$ cat config.mk
export PLATFORM = sky130hd
export DESIGN_NAME = shift_div_flat
export DESIGN_NICKNAME = d
export VERILOG_FILES = /design/src/rtl/shift_div_if.sv /design/src/rtl/shift_div.sv /design/src/flat_wrapper.sv
export SDC_FILE = /design/constraint.sdc
export NUM_CORES = 1
export LEC_CHECK = 0
export CAP_MARGIN = 10
export CORE_MARGIN = 10
export CORE_UTILIZATION = 40
export CTS_CLUSTER_SIZE = 16
export DETAILED_ROUTE_END_ITERATION = 12
export HOLD_SLACK_MARGIN = 0.02
export PLACE_DENSITY = 0.62
export SLEW_MARGIN = 20
export SYNTH_ARGS = -nofsm -noshare
export SYNTH_HDL_FRONTEND = slang
export SYNTH_SLANG_ARGS = --single-unit
$ cat constraint.sdc
create_clock -name clk -period 14.75 [get_ports clk]
set_clock_uncertainty 0.15 [all_clocks]
set_input_delay 1.475 -clock clk [delete_from_list [all_inputs] [get_ports clk]]
set_output_delay 1.475 -clock clk [all_outputs]
set_load 0.02 [all_outputs]
$ cat src/rtl/shift_div_if.sv
// Request/result bundle for the shift_div restoring divider.
// The master side launches a division and reads back the registered results;
// the slave side is the divider itself.
interface shift_div_if #(
   parameter int WIDTH = 32
);

   logic             start;
   logic [WIDTH-1:0] dividend;
   logic [WIDTH-1:0] divisor;
   logic [WIDTH-1:0] quotient;
   logic [WIDTH-1:0] remainder;
   logic             busy;
   logic             done;
   logic             div_zero;

   modport master (
      output start,
      output dividend,
      output divisor,
      input  quotient,
      input  remainder,
      input  busy,
      input  done,
      input  div_zero
   );

   modport slave (
      input  start,
      input  dividend,
      input  divisor,
      output quotient,
      output remainder,
      output busy,
      output done,
      output div_zero
   );

endinterface

$ cat src/rtl/shift_div.sv
// shift_div: sequential radix-2 restoring divider, one quotient bit per clock.
// A start accepted in IDLE runs 32 ITER cycles followed by one FIX cycle that
// applies sign correction and registers the results with a one-cycle done.
// A zero divisor skips ITER and reports all-ones / raw dividend with div_zero.
// Optional feature macro: SHIFT_DIV_SIGNED_EN selects two's-complement operands;
// when it is undefined the operands are unsigned and no sign logic exists.
module shift_div #(
   parameter int WIDTH = 32
) (
   input  logic        clk,
   input  logic        reset,
   shift_div_if.slave  bus
);

   typedef enum logic [1:0] {
      IDLE = 2'd0,
      ITER = 2'd1,
      FIX  = 2'd2
   } state_t;

   state_t state;
   state_t state_next;

   // Working registers: the dividend shifts out of the top of work while the
   // quotient bits shift in at the bottom, so one register serves both.
   logic [WIDTH-1:0] work;
   logic [WIDTH-1:0] part_rem;
   logic [WIDTH-1:0] div_mag;
   logic [4:0]       count;
   logic             q_neg;
   logic             r_neg;
   logic             zero_flag;

   // Registered results held between operations.
   logic [WIDTH-1:0] quotient_r;
   logic [WIDTH-1:0] remainder_r;
   logic             done_r;
   logic             div_zero_r;

   // Operand conditioning at accept.
   logic             dividend_neg;
   logic             divisor_neg;
   logic [WIDTH-1:0] dividend_mag;
   logic [WIDTH-1:0] divisor_mag;
   logic             divisor_is_zero;
   logic             accept;

   // Iteration datapath.
   logic [WIDTH:0]   trial;
   logic [WIDTH+1:0] diff;
   logic             trial_fits;
   logic [WIDTH-1:0] rem_next;
   logic             unused_guard;

   assign divisor_is_zero = (bus.divisor == '0);
   assign accept          = (state == IDLE) && bus.start;

   // Take operand magnitudes and signs; in the unsigned build the raw
   // operands are the magnitudes and the sign flags are constant zero.
   always_comb begin
`ifdef SHIFT_DIV_SIGNED_EN
      dividend_neg = bus.dividend[WIDTH-1];
      divisor_neg  = bus.divisor[WIDTH-1];
      dividend_mag = dividend_neg ? (~bus.dividend + 1'b1) : bus.dividend;
      divisor_mag  = divisor_neg  ? (~bus.divisor  + 1'b1) : bus.divisor;
`else
      dividend_neg = 1'b0;
      divisor_neg  = 1'b0;
      dividend_mag = bus.dividend;
      divisor_mag  = bus.divisor;
`endif
   end

   // Trial subtraction of the divisor magnitude from the shifted partial
   // remainder; a clear top bit of the difference means the divisor fitted.
   always_comb begin
      trial        = {part_rem, work[WIDTH-1]};
      diff         = {1'b0, trial} - {2'b00, div_mag};
      trial_fits   = ~diff[WIDTH+1];
      rem_next     = trial_fits ? diff[WIDTH-1:0] : trial[WIDTH-1:0];
      unused_guard = diff[WIDTH];
   end

   // State register.
   always_ff @(posedge clk or posedge reset) begin
      if (reset) begin
         state <= IDLE;
      end else begin
         state <= state_next;
      end
   end

   // Next-state selection: a zero divisor bypasses the iterations entirely.
   always_comb begin
      state_next = state;
      case (state)
         IDLE: begin
            if (bus.start) begin
               state_next = divisor_is_zero ? FIX : ITER;
            end
         end
         ITER: begin
            if (count == 5'd0) begin
               state_next = FIX;
            end
         end
         FIX: begin
            state_next = IDLE;
         end
         default: begin
            state_next = IDLE;
         end
      endcase
   end

   // Busy is a pure function of state, so it drops on the same edge that
   // raises done and the two are never high together.
   always_comb begin
      bus.busy = (state != IDLE);
   end

   // Datapath: capture on accept, one restoring step per ITER cycle, and
   // sign correction plus result registration in FIX.
   always_ff @(posedge clk or posedge reset) begin
      if (reset) begin
         work        <= '0;
         part_rem    <= '0;
         div_mag     <= '0;
         count       <= 5'd0;
         q_neg       <= 1'b0;
         r_neg       <= 1'b0;
         zero_flag   <= 1'b0;
         quotient_r  <= '0;
         remainder_r <= '0;
         done_r      <= 1'b0;
         div_zero_r  <= 1'b0;
      end else begin
         done_r <= 1'b0;
         case (state)
            IDLE: begin
               if (accept) begin
                  work       <= divisor_is_zero ? bus.dividend : dividend_mag;
                  div_mag    <= divisor_mag;
                  part_rem   <= '0;
                  count      <= 5'd31;
                  q_neg      <= dividend_neg ^ divisor_neg;
                  r_neg      <= dividend_neg;
                  zero_flag  <= divisor_is_zero;
                  div_zero_r <= 1'b0;
               end
            end
            ITER: begin
               part_rem <= rem_next;
               work     <= {work[WIDTH-2:0], trial_fits};
               count    <= count - 5'd1;
            end
            FIX: begin
               if (zero_flag) begin
                  quotient_r  <= '1;
                  remainder_r <= work;
                  div_zero_r  <= 1'b1;
               end else begin
                  quotient_r  <= q_neg ? (~work + 1'b1) : work;
                  remainder_r <= r_neg ? (~part_rem + 1'b1) : part_rem;
               end
               done_r <= 1'b1;
            end
            default: begin
               done_r <= 1'b0;
            end
         endcase
      end
   end

   assign bus.quotient  = quotient_r;
   assign bus.remainder = remainder_r;
   assign bus.done      = done_r;
   assign bus.div_zero  = div_zero_r;

endmodule
$ cat src/flat_wrapper.sv
// flat-port wrapper written by rule: the top's interface ports become plain ports
module shift_div_flat 
#(
   parameter int WIDTH = 32
)
  (clk, reset, bus_start, bus_dividend, bus_divisor, bus_quotient, bus_remainder, bus_busy, bus_done, bus_div_zero);
  shift_div_if #(.WIDTH(WIDTH)) bus_i ();
  input  logic clk;
  input  logic reset;
  input wire logic [$bits(bus_i.start)-1:0] bus_start;
  input wire logic [$bits(bus_i.dividend)-1:0] bus_dividend;
  input wire logic [$bits(bus_i.divisor)-1:0] bus_divisor;
  output wire logic [$bits(bus_i.quotient)-1:0] bus_quotient;
  output wire logic [$bits(bus_i.remainder)-1:0] bus_remainder;
  output wire logic [$bits(bus_i.busy)-1:0] bus_busy;
  output wire logic [$bits(bus_i.done)-1:0] bus_done;
  output wire logic [$bits(bus_i.div_zero)-1:0] bus_div_zero;
  assign bus_i.start = bus_start;
  assign bus_i.dividend = bus_dividend;
  assign bus_i.divisor = bus_divisor;
  assign bus_quotient = bus_i.quotient;
  assign bus_remainder = bus_i.remainder;
  assign bus_busy = bus_i.busy;
  assign bus_done = bus_i.done;
  assign bus_div_zero = bus_i.div_zero;
  shift_div #(.WIDTH(WIDTH)) u_core (.clk(clk), .reset(reset), .bus(bus_i));
endmodule
# [After elaboration in Yosys (flattened, before gate mapping)]
# Cells that the tools add are included.
[word_totals] ramBits=0 word_cells=47 out_inout_bits=67 regBits=170 input_bits=67 memories=0 latchBits=0 mem_bits_ro=0
[classes] n_shift=0 n_div=0 add_sub_neg=2 eq_ne=6 n_reduce_logical=11 bitwise=1 n_mux=17 n_lt_le_gt_ge=0 n_mul=0
[ops] cell="two-way mux 32 bit" n=5
[ops] cell="case mux 32 bit (2 select lines)" n=2
[ops] cell="subtractor 33 x 32 -> 34 bit" n=1
[ops] cell="zero test 32 bit" n=1
[ops] cell="case mux 5 bit (2 select lines)" n=1
[ops] cell="two-way mux 2 bit" n=3
[ops] cell="!= test 2 x 1 -> 1 bit, second input constant" n=3
[ops] cell="AND reduction 2 bit" n=3
[ops] cell="nonzero test 2 bit" n=3
[ops] cell="zero test 5 bit" n=1
[ops] cell="two-way mux 5 bit" n=1
[ops] cell="subtractor 5 x 1 -> 5 bit, second input constant" n=1
[ops] cell="case mux 2 bit (2 select lines)" n=1
[ops] cell="two-way mux 1 bit" n=3
[ops] cell="AND reduction 3 bit" n=1
[ops] cell="== test 2 x 1 -> 1 bit, second input constant" n=1
[ops] cell="== test 2 bit, second input constant" n=1
[ops] cell="zero test 2 bit" n=1
[ops] cell="!= test 2 bit, second input constant" n=1
[ops] cell="case mux 1 bit (2 select lines)" n=1
[ops] cell="logical AND 1 bit" n=1
[ops] cell="inverter 1 bit" n=1

# [Longest topological paths before layout]
[depth] depth_word=4 ltp_mapped=14 depth_no_buf=13

# [Least setup slack after synthesis]
# OpenSTA, ideal clock, no wires.
[synth_path] path_kind="reg-to-reg" startpoint="register u_core.work[31]" endpoint="register u_core.part_rem[26]" stages_incl_launch_ff=13 t_arrival_ps=2774 setup_ps=80 period_less_slack_ps=3004 path_slack_ps=11746 path_buffers=0 required_ps=14520 cell_sequence="dfrtp_1 inv_1 ha_1 inv_1 fa_1 a211oi_2 o21ai_1 a221oi_2 o31ai_4 a41oi_4 o21bai_2 a211o_1 o211ai_2"
[synth_via] elab_chain_cells=3
[synth_lines] element="start: declaration" line="shift_div.sv:26" text="logic [WIDTH-1:0] work;"
[synth_lines] element="start signal: assignment" line="shift_div.sv:142" text="work <= divisor_is_zero ? bus.dividend : dividend_mag;"
[synth_lines] element="start signal: assignment" line="shift_div.sv:154" text="work <= {work[WIDTH-2:0], trial_fits};"
[synth_lines] element="subtractor 33 x 32 -> 34 bit" line="shift_div.sv:78" text="diff = {1'b0, trial} - {2'b00, div_mag};"
[synth_lines] element="two-way mux 32 bit" line="shift_div.sv:80" text="rem_next = trial_fits ? diff[WIDTH-1:0] : trial[WIDTH-1:0];"
[synth_lines] element="case mux 32 bit (2 select lines)" line="shift_div.sv:139" text="case (state)"
[synth_lines] element="end signal: assignment" line="shift_div.sv:153" text="part_rem <= rem_next;"
[synth_lines] element="end: declaration" line="shift_div.sv:27" text="logic [WIDTH-1:0] part_rem;"
# Every way passes these cells.
# A chain may end at the register's enable or synchronous reset.

# [Final worst setup path]
[layout_path] startpoint="register u_core.work[31]" endpoint="register u_core.part_rem[16]"
# The elaborated chain is that of the path after synthesis.

==> impl_metrics.tcl <==
set metrics [dict create \
    status "completed" \
    cts_resized 0 \
    min_path_type "reg2reg" \
    fin_ws_ns 11.25 \
    setup_tns_ns 0 \
    r2r-end "u_core.part_rem[16]" \
    async_flop_share 1.00 \
    synth_cell_types 62 \
    end_kind "flip-flop" \
    yosysTopAreaCell "dfrtp_1" \
    hp-start "u_core.bus.quotient[23]" \
    grt_pass1_wl_mm 39.0 \
    comb_power_share 0.552 \
    fin_crit_sh 0.237 \
    yosys-top-cells-count "nand2_1 (242), dfrtp_1 (170), o21ai_0 (107), nor2_1 (65), clkbuf_1 (51)" \
    dr_total_vias 7451 \
    hold_buffers 0 \
    seqPwrFrac 0.293 \
    portBuffers 133 \
    post-route-min-period_ns 3.50 \
    dieArea_um2 29100 \
    rows 54 \
    switchingPower_w 0.00137 \
    drv_slew 0 \
    slowest_delay_ns 0.50 \
    crit_path_max_fanout 5 \
    synth-warning-count 0 \
    nNetsFinal 1228 \
    vdd_drop_max_uv 94.6 \
    intPower_w 0.00160 \
    pwr-share-clk 0.155 \
    rsz0062_at_grt "false" \
    reg2reg_slack_ns 11.25 \
    synthesis.area_um2 9050 \
    drc_errors 0 \
    synth_flop_cell "dfrtp_1" \
    holdPathEnd "u_core.bus.quotient[23]" \
    coreArea_um2 22000 \
    layout.cells.non_filler 1419 \
    clkTransAtPathRegs_ns 0.07 \
    place_congestion 0.844 \
    post_drt_wl_per_cell_um 16.9 \
    clockBufferDepth 2 \
    r2r_start "u_core.work[31]" \
    synth_cells 1033 \
    routed_via_density 5.25 \
    cp_num_cells 12 \
    critical_path_arrival_ns 3.64 \
    grt_max_degree 100 \
    crit_family "compound AO/OA/AOI/OAI gates" \
    grtUsageTotal 0.166 \
    slowest_stage "dfrtp_1" \
    wirelength_mm 23.9 \
    synth_edf_count 0 \
    pin_count 134 \
    yosys-top-cells-area "dfrtp_1 (47%), nand2_1 (10%), o21ai_0 (5.9%)" \
    finalHoldViolCount 0 \
    dieWidth_um 170 \
    whs_path_depth 2 \
    worstSkewPairLatency_ns 0.44 \
    overflow 0 \
    critPathBufInv 2 \
    power-per-cell-area_nw_per_um2 266 \
    fmax_mhz 285 \
    rr_worst_depth 12 \
    grt_pass1_vias 7163 \
    worst_slew_pin_slew_ns 0.977 \
    path_class "reg2reg" \
    synth-seq-area-share 0.470 \
    placed_cell_area_um2 10500 \
    total_power_w 0.00297 \
    path_cells "inv_1, ha_1, inv_1, fa_1, a211oi_2, o21ai_1, a221oi_2, o21bai_1, a21oi_1, o21ai_1, o41ai_1, o211ai_1" \
    required_ns 14.89 \
    area_growth_syn_to_layout_pct 23.3 \
    antenna_cells 0 \
    final_area_um2 11200 \
    syn_avg_cell_area_um2 8.77 \
    cts_sinks 170 \
    dp.cells 1386 \
    hpwl_mm 17.1 \
    syn_nets 1135 \
    layout-drive-gt1-share 0.0571 \
    ys_seq_elements 170 \
    antenna_found_initial 0 \
    setup_violations 0 \
    leakage_nw 5.01 \
    firstDrtPassIters 5 \
    cts_setup_buffers 0 \
    synth_top_area_share 0.470 \
    postRouteAntennaNets 0 \
    place_ws_ns 10.95 \
    start_kind "flip-flop" \
    sw_frac_of_total 0.460 \
    cap_violations 0 \
    htreeDepth 4 \
    die_h_um 170 \
    drt_iter0_drc 587 \
    numCtsBuffers 17 \
    root_buffer "clkbuf_16" \
    start_util 0.411 \
    yosysMostFrequentCell "nand2_1" \
    slew_headroom 0.348 \
    cts_tree "done" \
]
==> how the worst max path moves through the flow <==
stage,slack (ns),endpoint,start
CTS,11.23,bus_busy,u_core.state[1]
global placement,10.97,u_core.bus.quotient[22],reset
detailed placement,10.95,u_core.bus.remainder[26],reset
floorplan,8.52,u_core.bus.div_zero,reset
global route,10.96,u_core.part_rem[5],u_core.part_rem[0]
finish,11.25,u_core.part_rem[16],u_core.work[31]
==> worst reg2reg max path, cell delays in order, from the launching register on <==
cell and delay (ns):
dfrtp_1 0.50, inv_1 0.10, ha_1 0.17, inv_1 0.06, fa_1 0.43, a211oi_2 0.27
o21ai_1 0.16, a221oi_2 0.44, o21bai_1 0.13, a21oi_1 0.30, o21ai_1 0.12, o41ai_1 0.40
o211ai_1 0.13
==> flip-flops by register name, summed over array words and instances, names as in the netlist <==
signal	cells
u_core.work	32
u_core.part_rem	32
u_core.bus.done	1
u_core.zero_flag	1
u_core.state	2
u_core.bus.div_zero	1
u_core.bus.quotient	32
u_core.bus.remainder	32
u_core.count	5
u_core.div_mag	32
==> metrics by stage <==
step	hold slack [ns]	utilization
final	0.315	0.507
after global routing	0.343	0.507
after detailed placement	0.305	0.479
after global placement	0.300	0.479
after floorplan	0.302	-
after CTS	0.322	0.506
==> placed cells by master, fill, tap and decap left out, types with 13 or more instances in the layout <==
| cell type | Yosys | routed |
|---|---|---|
| a21oi_1 | 42 | 42 |
| a31oi_1 | 39 | 39 |
| clkbuf_16 | 0 | 17 |
| clkdlybuf4s50_1 | 0 | 133 |
| dfrtp_1 | 170 | 169 |
| ha_1 | 34 | 34 |
| inv_1 | 48 | 47 |
| mux2i_1 | 37 | 37 |
| nand2_1 | 242 | 242 |
| nand3_1 | 17 | 17 |
| nor2_1 | 65 | 64 |
| o21ai_0 | 107 | 107 |
| o21ai_1 | 24 | 24 |
| xnor2_1 | 13 | 13 |
==> routing by layer <==
layer	global-route usage	part of all wire	vias to the layer above
li1	-	-	3759
met1	0.249	0.52	3475
met2	0.234	0.41	198
met3	0.0447	0.068	19
met4	0.0332	0.0075	0
met5	0	0	-
==> cell type report <==
type,count,area (um2)
Timing Repair Buffer,140,1400
Multi-Input combinational cell,749,4370
Tap cell,280,350
Sequential cell,170,4260
Clock inverter,15,176
Fill cell,2053,10900
Clock buffer,17,425
Inverter,48,185
==> power groups by stage <==
| stage | clock network, W | logic, W | registers [W] |
|---|---|---|---|
| 6_report | 0.000459 | 0.00164 | 0.000870 |
| 5_1_grt | 0.000486 | 0.00184 | 0.000900 |
| 4_1_cts | 0.000465 | 0.00164 | 0.000869 |
| 3_5_place_dp | 0 | 0.00163 | 0.000878 |
| 3_3_place_gp | 0 | 0.00161 | 0.000873 |
| 2_1_floorplan | 0 | 0.00114 | 0.000903 |
==> cell families after synthesis <==
kind of cell,after synthesis,share of synthesized area
simple gates,376,0.177
compound gates,278,0.191
flops,170,0.470
buf+inv,114,0.0507
mux,37,0.0409
fa+ha+maj,35,0.0492
xor+xnor,23,0.0222
No activity file was read; power rests on OpenSTA's default activity.
